**src/rtl/regfile_write_arbiter.sv**
```systemverilog
// regfile_write_arbiter
//
// Shares the single write port of the 8x16 register file between two
// writeback requesters: A (ALU result) and B (memory load result). Each
// requester uses a valid/ready handshake. Contended requests are arbitrated
// round-robin, and the winning write is registered into a single output
// stage that drives the register file write port one cycle later.
//
// Ports:
//   Clock       system clock, rising edge active
//   Reset       asynchronous, active-high reset
//   Hold        stall from control; while high nothing is granted
//   AValid/ARd/AData/AReady   requester A handshake, destination and data
//   BValid/BRd/BData/BReady   requester B handshake, destination and data
//   RegWrite    write strobe to the register file
//   RD          write address to the register file
//   WriteData   write data to the register file
//   Pending     one-hot mask of the register being written this cycle
//   LastGrantB  1 when the most recent contended grant went to B
//
// NREG must equal 2**ADDR_W so that every index 0..NREG-1 is addressable.

module regfile_write_arbiter #(
    parameter int DATA_W = 16,
    parameter int ADDR_W = 3,
    parameter int NREG   = 8
) (
    input  logic              Clock,
    input  logic              Reset,
    input  logic              Hold,
    input  logic              AValid,
    input  logic [ADDR_W-1:0] ARd,
    input  logic [DATA_W-1:0] AData,
    output logic              AReady,
    input  logic              BValid,
    input  logic [ADDR_W-1:0] BRd,
    input  logic [DATA_W-1:0] BData,
    output logic              BReady,
    output logic              RegWrite,
    output logic [ADDR_W-1:0] RD,
    output logic [DATA_W-1:0] WriteData,
    output logic [NREG-1:0]   Pending,
    output logic              LastGrantB
);

    logic contended;
    logic granted;

    // Grant decision. Ready is purely combinational from the valids, the
    // stall and the round-robin pointer. Under contention the requester
    // that did not win last time is favoured, so LastGrantB=1 hands the
    // next contended slot to A. Reset and Hold both mask every grant, which
    // keeps waiting requesters parked until the pipeline is released. The
    // two ready terms are mutually exclusive by construction.
    always_comb begin
        contended = AValid && BValid;
        AReady    = 1'b0;
        BReady    = 1'b0;
        if (!Reset && !Hold) begin
            if (contended) begin
                AReady = LastGrantB;
                BReady = !LastGrantB;
            end else begin
                AReady = AValid;
                BReady = BValid;
            end
        end
        granted = AReady || BReady;
    end

    // Output stage and round-robin pointer. A transfer on this edge turns
    // into a register file write on the next cycle; without a transfer the
    // strobe drops but RD/WriteData keep their last values so downstream
    // logic never sees spurious address toggles. The pointer only moves on
    // contended grants, so a lone requester cannot starve the other one the
    // next time both show up. Reset kills any in-flight write outright and
    // re-arms the pointer so A wins the first contention.
    always_ff @(posedge Clock or posedge Reset) begin
        if (Reset) begin
            RegWrite   <= 1'b0;
            RD         <= '0;
            WriteData  <= '0;
            LastGrantB <= 1'b1;
        end else begin
            RegWrite <= granted;
            if (AReady) begin
                RD        <= ARd;
                WriteData <= AData;
            end else if (BReady) begin
                RD        <= BRd;
                WriteData <= BData;
            end
            if (granted && contended) begin
                LastGrantB <= BReady;
            end
        end
    end

    // Pending mask for the hazard logic. It is decoded from the output
    // registers only, so it reflects exactly the write the register file is
    // taking this cycle and is all zero whenever the strobe is low.
    always_comb begin
        Pending = '0;
        for (int r = 0; r < NREG; r++) begin
            Pending[r] = RegWrite && (RD == ADDR_W'(r));
        end
    end

endmodule
```
**config.mk**
```make
export PLATFORM = sky130hd
export DESIGN_NAME = regfile_write_arbiter
export DESIGN_NICKNAME = d
export VERILOG_FILES = /design/src/rtl/regfile_write_arbiter.sv
export SDC_FILE = /design/constraint.sdc
export NUM_CORES = 1
export LEC_CHECK = 0
export ABC_AREA = 0
export CORE_ASPECT_RATIO = 1.25
export CORE_UTILIZATION = 41
export DETAILED_ROUTE_END_ITERATION = 7
export GPL_ROUTABILITY_DRIVEN = 0
export PLACE_DENSITY = 0.86
export SLEW_MARGIN = 25
export SYNTH_ARGS = -nofsm -noshare
export SYNTH_HDL_FRONTEND = slang
export SYNTH_SLANG_ARGS = --single-unit
export TNS_END_PERCENT = 10
```
**constraint.sdc**
```tcl
create_clock -name Clock -period 2.5 [get_ports Clock]
set_clock_uncertainty 0.1 [all_clocks]
set_input_delay 0.5 -clock Clock [delete_from_list [all_inputs] [get_ports Clock]]
set_output_delay 0.5 -clock Clock [all_outputs]
set_load 0.02 [all_outputs]
```
==> results of run 1 <==
repair_timing:
action                     in CTS  in global routing
setup endpoints to repair       1                  1
pin swaps                       0                  0
resized for setup               1                  1
hold buffers                    0                  0
gates cloned                    0                  0
how the worst max path moves through the flow:
stage                                  from    endpoint  slack (ns)  cells after the start
after floorplan                        Hold      BReady        0.55                      4
after global placement                 Hold      AReady        0.02                      4
after detailed placement              Reset      AReady       -0.01                      4
after CTS                             Reset      BReady       0.001                      5
after global routing      RD[1]$_DFFE_PP0P_  Pending[0]        0.11                      3
final                     RD[2]$_DFFE_PP0P_  Pending[3]        0.17                      3
area by class of cell:
type | instances | area, µm² | area share
Inverter | 21 | 78.83 | 0.03689
Timing Repair Buffer | 81 | 804.5 | 0.3765
Sequential cell | 21 | 526.8 | 0.2465
Multi-Input combinational cell | 80 | 655.6 | 0.3068
Clock buffer | 4 | 26.28 | 0.01230
Tap cell | 36 | 45.04 | 0.02108
per-stage QoR:
stage	instance area, µm²	total power, mW	setup WS [ns]
after floorplan	1338	0.7878	0.5493
after global placement	2110	1.049	0.01582
after detailed placement	2110	1.069	-0.01287
after CTS	2135	1.233	0.001292
after global routing	2137	1.288	0.1109
final	2137	1.222	0.1685
power breakdown:
group / switching (mW) / leakage (nW) / internal [mW]
combinational: 0.287 / 0.599 / 0.299
sequential: 0.0549 / 0.252 / 0.418
clock: 0.101 / 0.0150 / 0.0621
total: 0.442 / 0.865 / 0.780
layout by cell type (no fill, tap or decap):
master,count
dfstp_2,1
nand4_1,19
o21ai_2,1
clkdlybuf4s50_1,71
and3_1,1
or2_1,1
nand2b_1,4
dlymetal6s2s_1,1
xor2_1,1
clkbuf_4,3
and3_4,1
nor3_1,2
inv_2,1
nor2_1,6
dfrtp_1,20
nand2_1,3
a21oi_1,1
buf_4,7
o21ai_1,19
nor2_2,1
dlygate4sd2_1,1
clkbuf_1,1
buf_12,1
nor2_4,1
inv_1,20
o311ai_2,19
logic make-up after synthesis:
family / synth area share
xor+xnor: 0.006549
flops: 0.3938
compound gates: 0.3096
simple gates: 0.1712
buf+inv: 0.1188
critical path: cells and delay by family (launching register included):
kind	cells	cell delay, ns
buffers and inverters	1	0.62
flip-flops	1	0.47
AND/OR/NAND/NOR	2	0.34
per-layer routing:
metal	track usage	routed length, µm
met5	0	0
met3	0.05057	333
met4	0.08882	52
met2	0.4272	2009
met1	0.2583	1404
state kept, by name, indices dropped and copies added, names as in the netlist:
name,cells
RD,3
RegWrite,1
WriteData,16
LastGrantB,1
==> key figures, run 1 <==
Clocking
  – Cts bufs inserted: 3
  – CTS tree: built
  – CTS max path bufs: 2
  – Post-CTS Setup Inserts: 0
  – Root buffer cell: clkbuf_4
  – Clock Pin Slew Worst Setup and Hold Paths: 0.12 ns
  – # clock sinks: 21
  – Worst skew pair latency: 0.29 ns
  – H-tree Lvls: 1

Timing
  – Worst hold slack: 0.4182 ns
  – Final Hold Fails: 0
  – Endpoints failing setup: 0
  – RSZ-0062 raised after global routing: no
  – Fin crit share: 0.9326
  – Tmin final: 2.331 ns
  – Fmax: 0.4289 GHz
  – Final slew viol count: 0
  – Slew margin rel.: 0.5641
  – TNS Setup: 0 ns
  – Worst-Margin Slew: 0.6539 ns

Finish
  – Area delta synth->final: 59.78%
  – # diodes: 0
  – Layout Nets: 251
  – Fill cell count: 247
  – Final Util: 0.7058
  – Final non-filler cell total: 243
  – Share of cells above drive strength 1: 0.1739

Synth
  – Post-synth EDFFs: 0
  – Leading post-synthesis cells by cell area: dfrtp_1, o311ai_2, nand4_1
  – Primary FF master, synth: dfrtp_1
  – Seq/Total Area, Yosys: 0.3938
  – Syn_area_per_cell: 9.908 µm²
  – Yosys reg bits: 21
  – Yosys Warn Count: 0
  – Post-synth ARST share: 1.000
  – Cell accounting for the most synthesized area: dfrtp_1
  – Mapped Nets: 178
  – Distinct cells, synth: 23
  – Top-area cell type share of the netlist area: 0.3742
  – Post-Syn Instances: 135
  – Syn Std Cell Area: 0.001338 mm²
  – Post-synth top cells: dfrtp_1, inv_1, o21ai_1

Route
  – Drc violations: 0
  – Routed WL per cell: 15.63 µm
  – 1st-iter DRT viols: 16
  – Initial DRT Pass Iterations: 4
  – Via-to-Cell Ratio: 5.539
  – Vias: 1,346
  – WL final: 3.799 mm
  – Antenna Violating Nets Remaining: 0

Die
  – Ports: 74
  – Initial Util: 0.4417
  – Core area: 0.003028 mm²
  – Num rows: 22
  – Die Y: 65.86 µm
  – Die X: 53.09 µm
  – Die ar.: 0.003496 mm²

Critical path
  – Register-to-Register Path Depth: 4
  – Critical Path End Type: output port
  – R2R Path Start: LastGrantB$_DFFE_PP1P_
  – Slowest CP cell: clkdlybuf4s50_1
  – Worst path required time: 1.90 ns
  – Reg2reg end: WriteData[9]$_DFFE_PP0P_
  – CP Class: register to output port
  – FF-to-FF setup slack: 0.91 ns
  – Arrival time of the worst setup path: 1.73 ns
  – CP max FO: 7
  – Largest stage delay, worst path: 0.62 ns
  – Worst setup SP type: register
  – Crit path cell chain: nand2b_1, nor2_1, clkdlybuf4s50_1

Global route
  – Global-route wire length before repair: 6.044 mm
  – Largest net degree at the start of global routing: 23
  – Vias in the first global route: 1,381
  – Total global routing overflow: 0
  – Initial antenna violation count: 0
  – Total track usage: 0.2351

Placed design
  – Number of cells after detailed placement: 239
  – Port buffer count: 73
  – DP Wirelength: 2.793 mm

Pwr
  – VDD IR max: 380.6 µV
  – Cell Pwr Density: 571.7 mW/mm²
  – Pleak: 0.8654 nW

Run status
  – Run status: completed

Min path
  – Hold Crit Class: register to register
  – Hold path startpoint: WriteData[2]$_DFFE_PP0P_
  – Hold path depth: 2
  – Hold path endpoint: WriteData[2]$_DFFE_PP0P_

Job
  – MaxCap Viol Count: 0
(Power assumes the default switching activity.)
==> inputs of run 2 (changes only) <==
GPL_ROUTABILITY_DRIVEN = not set   (was 0)
SLEW_MARGIN = 20   (was 25)
==> results of run 2 <==
No change in the layout: final DEF, timing and power equal those of run 1.
==> inputs of run 3 (changes only) <==
CORE_MARGIN = 10   (was not set)
==> run 3 against run 2 <==
Sequential cell count unchanged. Cell area grew 0.70%. Clock-buffer cell count did not move. Setup slack better by 0.075 ns. Hold slack improved by 0.00074 ns. Critical path type unchanged. Largest power group unchanged. Via count rose by 0.45%. Power up 5.3%. Clock power grew 37%. Wire length grew 16%. Utilization decreased by 2.6 points.
==> key figures, run 3 (synthesis gave the netlist of run 1 again) <==
Finish
  – Area delta synth->final: 60.90%
  – Largest regs: WriteData: 16 flops, RD: 3 flops
  – # diodes: 0
  – Fill cell count: 277
  – Commonest non-fill, non-tap cells in the layout: clkdlybuf4s50_1, dfrtp_1, inv_1
  – Share of cells above drive strength 1: 0.1779
  – Layout Nets: 252
  – Largest Register: WriteData
  – Post-route cell area: 0.002152 mm²
  – Most common cell after layout, fill and taps aside: clkdlybuf4s50_1
  – Largest register FFs: 16
  – Final non-filler cell total: 245

Global route
  – Total global routing overflow: 0
  – Initial antenna violation count: 0
  – Total track usage: 0.1475
  – Vias in the first global route: 1,511
  – Largest net degree at the start of global routing: 22
  – Global-route wire length before repair: 7.452 mm

Route
  – 1st-iter DRT viols: 49
  – Routed WL per cell: 17.92 µm
  – Initial DRT Pass Iterations: 4
  – Vias: 1,352
  – Via-to-Cell Ratio: 5.518
  – Antenna Violating Nets Remaining: 0
  – WL final: 4.391 mm
  – Drc violations: 0

Die
  – Ports: 74
  – Die Y: 83.86 µm
  – Core area: 0.003166 mm²
  – Num rows: 23
  – Die X: 71.09 µm
  – Initial Util: 0.4225
  – Die ar.: 0.005961 mm²

Critical path
  – CP max FO: 4
  – Crit path max-delay family: buffers and inverters
  – Arrival time of the worst setup path: 1.66 ns
  – CP Class: register to output port
  – Crit path buf inv count: 1
  – Critical Path End Type: output port
  – R2R Path Start: LastGrantB$_DFFE_PP1P_
  – Register-to-Register Path Depth: 4
  – Slowest CP cell: clkdlybuf4s50_1
  – Worst path required time: 1.90 ns
  – Reg2reg end: WriteData[13]$_DFFE_PP0P_
  – Worst setup SP type: register
  – FF-to-FF setup slack: 0.94 ns
  – Largest stage delay, worst path: 0.63 ns
  – Crit path cell chain: nand2b_1, nor3_1, clkdlybuf4s50_1

Min path
  – Hold path endpoint: WriteData[1]$_DFFE_PP0P_
  – Hold Crit Class: register to register
  – Hold path startpoint: WriteData[1]$_DFFE_PP0P_
  – Hold path depth: 2

Timing
  – Fmax: 0.4432 GHz
  – RSZ-0062 raised after global routing: no
  – Worst hold slack: 0.4189 ns
  – Tmin final: 2.257 ns
  – Endpoints failing setup: 0
  – Slew margin rel.: 0.5322
  – Fin crit share: 0.9026
  – Worst-Margin Slew: 0.7017 ns
  – Final slew viol count: 0
  – Final Hold Fails: 0

Pwr
  – Final Power: 1.287 mW
  – VDD IR max: 359.7 µV
  – Pleak: 0.8718 nW
  – Cell Pwr Density: 598.0 mW/mm²

Placed design
  – Number of cells after detailed placement: 241
  – Port buffer count: 73
  – Post-DP Area: 0.002106 mm²
  – DP Wirelength: 3.428 mm
  – Placer Congestion: 0.8345

Job
  – MaxCap Viol Count: 0

Clocking
  – CTS tree: built
  – Post-CTS Setup Inserts: 0
  – H-tree Lvls: 1
  – # clock sinks: 21
  – Worst skew pair latency: 0.25 ns
  – CTS resizes: 1
  – Root buffer cell: clkbuf_8
  – Clock Pin Slew Worst Setup and Hold Paths: 0.08 ns
  – CTS max path bufs: 2
  – Cts hold-fix bufs: 0
  – Cts bufs inserted: 3

Run status
  – Run status: completed
[run 3: changes by cell type in the layout (fill, tap and decap cells not counted), sizes merged]
cell  before  now
buf        8    9
[run 3: worst min-delay path, cell delays in order, from the launching register on]
cell,delay (ns)
dfrtp_1,0.34
o21ai_1,0.08
o311ai_2,0.06
[run 3: report_power, final]
group,leakage (nW),total (mW),switching [mW],internal [mW]
Sequential,0.252,0.473,0.0543,0.419
Combinational,0.597,0.590,0.292,0.298
Clock,0.0228,0.224,0.111,0.113
[run 3: per-stage QoR]
stage	utilization	setup slack (ns)	setup TNS [ns]
2_1_floorplan	-	0.5493	0
3_3_place_gp	0.6652	0.03878	0
3_5_place_dp	0.6652	-0.009689	-0.009689
4_1_cts	0.6791	0.0008815	0
5_1_grt	0.6798	0.1086	0
6_report	0.6798	0.2435	0
[run 3: area by class of cell]
class | instances | area [µm²] | share of cell area
inverters | 21 | 78.83 | 0.03663
flip-flops and latches | 21 | 526.8 | 0.2448
clock buffers | 4 | 45.04 | 0.02093
repair buffers | 82 | 799.5 | 0.3715
multi-input cells | 80 | 655.6 | 0.3047
well taps | 37 | 46.29 | 0.02151
[run 3: metal layers]
metal  wire length [µm]  global-route usage  vias up
li1                   -                   -      640
met1               1731              0.1671      657
met2               2284              0.2620       53
met3                360             0.04643        2
met4                 14             0.02646        0
met5                  0                   0        -
[run 3: worst max-delay path by stage]
stage                            startpoint         end  slack (ns)  cells after the start
after floorplan                        Hold      BReady        0.55                      4
after global placement                Reset      AReady        0.04                      4
after detailed placement              Reset      BReady       -0.01                      5
after CTS                             Reset      AReady      0.0009                      4
after global routing      RD[1]$_DFFE_PP0P_  Pending[0]        0.11                      3
final                     RD[1]$_DFFE_PP0P_  Pending[0]        0.24                      3
